[src/rtl/act_pipe_arr.sv]
// act_pipe_arr: two-stage pipelined per-lane activation array (bypass / ReLU / leaky / clipped)
// with valid/ready flow control. Define ACT_ZERO_COUNT_EN to add the zero-lane output counter.
module act_pipe_arr #(
  parameter int DATA_WIDTH  = 8,
  parameter int ARRAY_SIZE  = 8,
  parameter int SHIFT_WIDTH = 3
) (
  input  logic                             clk,
  input  logic                             reset,
  input  logic                             in_valid,
  output logic                             in_ready,
  input  logic [DATA_WIDTH*ARRAY_SIZE-1:0] in_data,
  input  logic [1:0]                       mode,
  input  logic [SHIFT_WIDTH-1:0]           leak_shift,
  input  logic [DATA_WIDTH-1:0]            clip_val,
`ifdef ACT_ZERO_COUNT_EN
  input  logic                             zero_count_clr,
  output logic [31:0]                      zero_count,
`endif
  output logic                             out_valid,
  input  logic                             out_ready,
  output logic [DATA_WIDTH*ARRAY_SIZE-1:0] out_data
);

  localparam int VEC_W = DATA_WIDTH * ARRAY_SIZE;
  localparam logic signed [DATA_WIDTH-1:0] LANE_ZERO = '0;

  typedef enum logic [1:0] {
    ACT_BYPASS = 2'b00,
    ACT_RELU   = 2'b01,
    ACT_LEAKY  = 2'b10,
    ACT_CLIP   = 2'b11
  } act_mode_e;

  // Clip to zero whenever clip_val is non-positive, otherwise the
  // x > clip branch would pass a negative clip value through.
  function automatic logic signed [DATA_WIDTH-1:0] act_lane(
    input logic signed [DATA_WIDTH-1:0]  x,
    input act_mode_e                     m,
    input logic        [SHIFT_WIDTH-1:0] sh,
    input logic signed [DATA_WIDTH-1:0]  clip
  );
    logic signed [DATA_WIDTH-1:0] y;
    y = x;
    case (m)
      ACT_BYPASS: y = x;
      ACT_RELU:   y = (x > LANE_ZERO) ? x : LANE_ZERO;
      ACT_LEAKY:  y = x[DATA_WIDTH-1] ? (x >>> sh) : x;
      ACT_CLIP: begin
        if ((x <= LANE_ZERO) || (clip <= LANE_ZERO)) y = LANE_ZERO;
        else if (x > clip)                           y = clip;
        else                                         y = x;
      end
      default:    y = x;
    endcase
    return y;
  endfunction

  // ---------------------------------------------------------------------------
  // Flow control
  // ---------------------------------------------------------------------------
  logic s2_load;
  logic s1_adv;
  logic accept;

  logic                          vld_p1_q,   vld_p1_d;
  logic [VEC_W-1:0]              data_p1_q,  data_p1_d;
  act_mode_e                     mode_p1_q,  mode_p1_d;
  logic [SHIFT_WIDTH-1:0]        shift_p1_q, shift_p1_d;
  logic signed [DATA_WIDTH-1:0]  clip_p1_q,  clip_p1_d;

  logic                          vld_p2_q,   vld_p2_d;
  logic [VEC_W-1:0]              data_p2_q,  data_p2_d;

  // in_ready depends combinationally on out_ready so a full pipe can accept
  // in the same cycle the downstream drains.
  always_comb begin
    s2_load  = !vld_p2_q || out_ready;
    s1_adv   = vld_p1_q && s2_load;
    in_ready = !vld_p1_q || s2_load;
    accept   = in_valid && in_ready;
  end

  // ---------------------------------------------------------------------------
  // Stage 1: capture beat and its per-beat function controls
  // ---------------------------------------------------------------------------
  always_comb begin
    vld_p1_d   = vld_p1_q;
    data_p1_d  = data_p1_q;
    mode_p1_d  = mode_p1_q;
    shift_p1_d = shift_p1_q;
    clip_p1_d  = clip_p1_q;
    if (accept) begin
      vld_p1_d   = 1'b1;
      data_p1_d  = in_data;
      mode_p1_d  = act_mode_e'(mode);
      shift_p1_d = leak_shift;
      clip_p1_d  = clip_val;
    end else if (s1_adv) begin
      vld_p1_d   = 1'b0;
    end
  end

  // ---------------------------------------------------------------------------
  // Stage 2: apply lane function and register into out_data
  // ---------------------------------------------------------------------------
  always_comb begin
    vld_p2_d  = vld_p2_q;
    data_p2_d = data_p2_q;
    if (s2_load) begin
      vld_p2_d = vld_p1_q;
      if (vld_p1_q) begin
        for (int i = 0; i < ARRAY_SIZE; i++) begin
          data_p2_d[i*DATA_WIDTH +: DATA_WIDTH] =
            act_lane(data_p1_q[i*DATA_WIDTH +: DATA_WIDTH], mode_p1_q, shift_p1_q, clip_p1_q);
        end
      end
    end
  end

  always_ff @(posedge clk or posedge reset) begin
    if (reset) begin
      vld_p1_q   <= 1'b0;
      data_p1_q  <= '0;
      mode_p1_q  <= ACT_BYPASS;
      shift_p1_q <= '0;
      clip_p1_q  <= '0;
      vld_p2_q   <= 1'b0;
      data_p2_q  <= '0;
    end else begin
      vld_p1_q   <= vld_p1_d;
      data_p1_q  <= data_p1_d;
      mode_p1_q  <= mode_p1_d;
      shift_p1_q <= shift_p1_d;
      clip_p1_q  <= clip_p1_d;
      vld_p2_q   <= vld_p2_d;
      data_p2_q  <= data_p2_d;
    end
  end

  assign out_valid = vld_p2_q;
  assign out_data  = data_p2_q;

`ifdef ACT_ZERO_COUNT_EN
  // Zero-lane counter over transferred beats; clear wins over increment.
  function automatic logic [31:0] count_zero_lanes(input logic [VEC_W-1:0] v);
    logic [31:0] n;
    n = '0;
    for (int i = 0; i < ARRAY_SIZE; i++) begin
      if (v[i*DATA_WIDTH +: DATA_WIDTH] == '0) n = n + 32'd1;
    end
    return n;
  endfunction

  logic [31:0] zero_count_q, zero_count_d;

  always_comb begin
    zero_count_d = zero_count_q;
    if (zero_count_clr)              zero_count_d = '0;
    else if (vld_p2_q && out_ready)  zero_count_d = zero_count_q + count_zero_lanes(data_p2_q);
  end

  always_ff @(posedge clk or posedge reset) begin
    if (reset) zero_count_q <= '0;
    else       zero_count_q <= zero_count_d;
  end

  assign zero_count = zero_count_q;
`endif

endmodule

[config.mk]
export PLATFORM = sky130hd
export DESIGN_NAME = act_pipe_arr
export DESIGN_NICKNAME = d
export VERILOG_FILES = /design/src/rtl/act_pipe_arr.sv
export SDC_FILE = /design/constraint.sdc
export NUM_CORES = 1
export LEC_CHECK = 0
export CAP_MARGIN = 40
export CORE_MARGIN = 10
export CORE_UTILIZATION = 57
export DETAILED_ROUTE_END_ITERATION = 10
export PLACE_DENSITY_LB_ADDON = 0.05
export SETUP_SLACK_MARGIN = 0.02
export SYNTH_ARGS = -nofsm -noshare
export SYNTH_HDL_FRONTEND = slang
export SYNTH_SLANG_ARGS = --single-unit
[constraint.sdc]
create_clock -name clk -period 5.8 [get_ports clk]
set_clock_uncertainty 0.2 [all_clocks]
set_input_delay 0.87 -clock clk [delete_from_list [all_inputs] [get_ports clk]]
set_output_delay 0.87 -clock clk [all_outputs]
set_load 0.01 [all_outputs]
# Word-level counts from Yosys, hierarchy flattened
# Index checks and enable logic that the tools add are counted.
# totals
output_inout_bits	66
elab_cells	102
register_bits	143
input_bits	81
# classes
n_shift	8
muxes	42
n_reduce_logical	17
eq_ne	3
magnitude_cmp	25
# ops
operator	count
2-to-1 mux 8 bit	32
one-hot mux 8 bit (4 select lines)	8
<= comparator 8 x 1 -> 1 bit (second input constant)	9
greater-than comparator 8 x 1 -> 1 bit (second input constant)	8
greater-than comparator 8 bit	8
>>> shifter 8 x 3 -> 8 bit	8
logical OR 1 bit	10
== test 2 bit (second input constant)	2
== test 2 x 1 -> 1 bit (second input constant)	1
logical AND 1 bit	2
logical NOT 1 bit	2
logical NOT 2 bit	1
2-to-1 mux 1 bit	2
AND reduction 2 bit	1
nonzero test 2 bit	1

# Depth between registers and ports, before layout
# logic_depth
word_depth	5
mapped_depth	10
depth_no_buf	8

# Worst setup path before layout
# No wires, ideal clock.
# synth_timing
path_kind	register to register
from	register clip_p1_q[1]
to	register data_p2_q[30], in the netlist out_data[30]
path_buffers	2
synth_period_minus_slack_ns	2.777
stages_incl_launch_ff	11
t_arrival_ns	2.457
required_ns	5.480
setup_time_ns	0.120
slack_ns	3.023
path_cell_list	dfrtp_1 clkbuf_1 inv_1 ha_1 nor2b_1 o211ai_1 a21o_1 and2_1 clkbuf_1 mux2_2 a31o_2
# synth_via
elab_chain_len	4
word_cells_on_any_way	6
cone_classes	2 x order compare; 3 x mux; 1 x reduce/logical
# synth_rtl
item	line_no	rtl
from (decl)	70	logic signed [DATA_WIDTH-1:0] clip_p1_q, clip_p1_d;
from (signal assigned)	135	clip_p1_q <= clip_p1_d;
greater-than comparator 8 bit / <= comparator 8 x 1 -> 1 bit (equally long branches)	51, 50	
2-to-1 mux 8 bit / logical OR 1 bit (equally long branches)	51, 50	
2-to-1 mux 8 bit (*)	50	if ((x <= LANE_ZERO) || (clip <= LANE_ZERO)) y = LANE_ZERO;
one-hot mux 8 bit (4 select lines) (*)	45	case (m)
to (signal assigned)	137	data_p2_q <= data_p2_d;
to (decl)	73	logic [VEC_W-1:0] data_p2_q, data_p2_d;
# Every way passes the cells marked *; elsewhere a longest branch is shown, timed or not.
# A chain may end at the register's enable or synchronous reset.

# Final worst setup path
# layout_timing
from	input out_ready
to	register data_p2_q[43], in the netlist out_data[43]
# layout_via
elab_chain_len	2
# layout_rtl
item	line_no	rtl
from (decl)	21	input logic out_ready,
logical OR 1 bit	78	s2_load = !vld_p2_q || out_ready;
AND reduction 2 bit (no source line)	--	
# Every way passes these cells.

==> summary.txt <==
Run status
  • Outcome: complete, no violations

Logic synthesis
  • Synth unique cells: 79
  • Mean Syn Cell Area: roughly 9.4 µm²
  • Syn. warnings: 0
  • Fraction of registers with async set/reset: 100%
  • Mapped Nets: ~1400
  • Register area share after synthesis: around a third
  • Synthesized cell area: approximately 0.011 mm²
  • Synth Instances: around 1200
  • Prevailing post-synth register cell: dfrtp_1
  • Post-synth EDFFs: 0
  • Seq cells post-synth: 143

Timing
  • Minimum clock period: approximately 3.6 ns
  • Hold_ws: approximately 0.28 ns
  • Worst slew pin tran: 0.874 ns
  • Rel. slew slack: about two fifths
  • Final Hold Vio Count: 0
  • RSZ-0062 raised after global routing: false
  • Setup violations, final: 0
  • Slew Viols, Final: 0
  • Setup TNS Final: 0 ns
  • Max Clk Rate: 279 MHz
  • Worst Setup Slack, final: 2.21 ns
  • Fin crit share: 61.8%

Critical path
  • Worst setup path class: primary input to register
  • CP required: around 5.9 ns
  • FF-to-FF Start: clip_p1_q[3]
  • Critical Path Sink: out_data[43]
  • CP startpoint kind: primary input
  • Largest delay contributor family on the critical path: simple AND/OR/NAND/NOR gates
  • CP Capture Type: register
  • Crit path arrival time: around 3.7 ns
  • R2R setup slack: roughly 2.2 ns
  • Critical path origin: out_ready
  • CP max stage cell: nor2_4
  • CP max stage delay: around 0.67 ns
  • Bufs and invs on worst path: 2
  • Crit-path cells: clkdlybuf4s50_1 -> nor2b_1 -> buf_4 -> nor2_4 -> nand2_1 -> a221o_1 -> a311oi_1 -> a211oi_1
  • Cell depth of the worst flop-to-flop path: 8
  • Reg-to-Reg End: out_data[38]
  • Crit path depth: 8
  • Crit-path max FO: 39

Cells and area
  • Layout cells sized above 1: between 10% and 20%
  • Synth-to-Final Area Change: 19.5%
  • # fillers: 1600
  • Antenna cells: 0
  • Final nets: roughly 1400

Clock tree
  • Post-CTS sizing: 0
  • TritonCTS clock tree: yes
  • H-tree levels: 4
  • CTS Buffer Depth: 2
  • Clock transition at path regs: ~0.070 ns
  • CTS buffer count: 17
  • Post-CTS Setup Repair Bufs: 0
  • Clk sinks: about 140
  • Root Buffer Master: clkbuf_16
  • Latest clock arrival within the worst-skew pair: between 0.4 and 0.5 ns
  • Post-CTS Hold Buffers: 0

Detailed routing
  • Top layer in use: met4
  • Antenna Nets Post-Route: 0
  • Initial drt markers: around 1200
  • Metal3 WL: around 4.0 mm
  • Drt drc: 0
  • Routed vias: 10800
  • M1 WL: 14.7 mm
  • DR WL/cell: 23.5 µm
  • Detailed-route wire length: 37.1 mm
  • Pre-Repair DR Iteration Count: 6
  • Vias per cell: between 6 and 7
  • Met2 routed WL: around 17 mm

Min path
  • Hold Path Class: register to register

Place
  • Port buffer count: ~150
  • RePlAce Congestion: 0.923
  • Pre-CTS WS: 1.83 ns
  • DP Wirelength: between 20 and 25 mm

Global route
  • Initial antenna violation count: 0
  • Pin count of the biggest net entering global routing: approximately 80
  • First-pass GRT wire length: between 50 and 60 mm
  • Vias in the first global route: 10700
  • Gr ovfl total: 0
  • GRT Util Overall: 28.4%

Job
  • Maxcap violations: 0

Die
  • # IOs: 147
  • Initial Util: 58.2%
  • Core area: between 0.015 and 0.02 mm²
  • Row count: 51
  • Die width: roughly 160 µm
  • Die area: ~0.026 mm²
  • Die height: 161 µm

Pwr
  • Cell area power density: 349 mW/mm²
  • Switching fraction of total power: between 30% and 40%
  • Clock power frac: 24.0%
  • Peak supply drop: around 0.23 mV
  • Combinational power share: between 40 and 50%
  • Sequential power share: roughly a third
  • Total power: approximately 4.7 mW
  • Switching power total: between 1.5 and 2 mW
  • LEAKAGE: around 5.4 nW
  • Internal power: around 2.9 mW
## cell usage in the layout, fill, tap and decap left out, types with 15 or more instances in the layout
| cell | n |
|---|---|
| a21o_1 | 22 |
| a21oi_1 | 72 |
| buf_4 | 20 |
| clkbuf_16 | 17 |
| clkdlybuf4s50_1 | 146 |
| dfrtp_1 | 141 |
| ha_1 | 64 |
| inv_1 | 37 |
| mux2_2 | 92 |
| mux2i_1 | 38 |
| mux4_2 | 37 |
| nand2_1 | 83 |
| nand3_1 | 39 |
| nand4_1 | 26 |
| nor2_1 | 95 |
| nor2b_1 | 18 |
| o211ai_1 | 38 |
| o21ai_0 | 84 |
| o22ai_1 | 15 |
## layout make-up
| cell class | count | area, µm² | share of cell area (%) |
|---|---|---|---|
| multi-input combinational | 929 | 7210 | 53.1 |
| inverter | 39 | 151 | 1.11 |
| tap | 265 | 332 | 2.44 |
| sequential | 143 | 3580 | 26.4 |
| clock inverter | 13 | 153 | 1.12 |
| clock buffer | 19 | 443 | 3.26 |
| timing repair buffer | 170 | 1710 | 12.6 |
## cells in the mapped netlist, types with 18 or more instances
cell type	n	area share, %
mux4_2	37	7.3
o21ai_0	84	3.7
nor2_1	96	3.2
ha_1	64	7.0
dfrtp_1	143	31
nand2_1	85	2.8
nand3_1	39	1.7
o211ai_1	38	2.5
a21o_1	22	1.5
nand4_1	26	1.4
inv_1	38	1.3
clkbuf_1	52	1.7
nor2b_1	18	0.99
mux2i_1	38	3.3
a21oi_1	72	3.2
buf_2	30	1.3
mux2_2	92	9.1
## flip-flops by register name, summed over array words and instances, names as in the netlist
register    count
clip_p1_q       8
shift_p1_q      3
out_valid       1
data_p1_q      64
out_data       64
mode_p1_q       2
vld_p1_q        1
## worst min-delay path, cell delays in order, from the launching register on
cell,delay (ns)
dfrtp_1,0.34
nand2_1,0.05
nand2_1,0.05
## logic make-up after synthesis
family / after synthesis / share of synthesized area, %
compound gates: 351 / 20.4
buf+inv: 136 / 5.33
mux: 169 / 20.0
fa+ha+maj: 66 / 7.22
flops: 143 / 31.5
simple gates: 343 / 15.5
## power by group through the flow
| stage | sequential, mW | clock (mW) | combinational, mW |
|---|---|---|---|
| global placement | 1.58 | 0 | 1.91 |
| global route | 1.60 | 1.19 | 2.21 |
| CTS | 1.55 | 1.15 | 2.01 |
| floorplan | 1.46 | 0 | 1.31 |
| detailed placement | 1.57 | 0 | 1.99 |
| finish | 1.57 | 1.14 | 2.03 |
## metrics by stage
step / cells / utilization, % / cell area, µm²
6_report: 1578 / 69.6 / 13600
4_1_cts: 1578 / 69.6 / 13600
3_3_place_gp: 1540 / 66.0 / 12900
2_1_floorplan: 1208 / - / 11400
3_5_place_dp: 1546 / 66.5 / 13000
5_1_grt: 1578 / 69.6 / 13600
## worst min path at each step
stage                       startpoint           end  depth (start not counted)
after global routing      out_data[47]  out_data[47]                          2
after detailed placement  out_data[47]  out_data[47]                          2
after floorplan           out_data[47]  out_data[47]                          2
after global placement    out_data[23]  out_data[23]                          2
after CTS                 out_data[47]  out_data[47]                          2
final                     out_data[47]  out_data[47]                          2
## metal layers
layer	up-vias	track usage, %
li1	4769	-
met1	5267	37.2
met2	652	44.4
met3	100	7.22
met4	0	11.0
met5	-	0
Note: power is estimated with default switching activity, not from simulation.
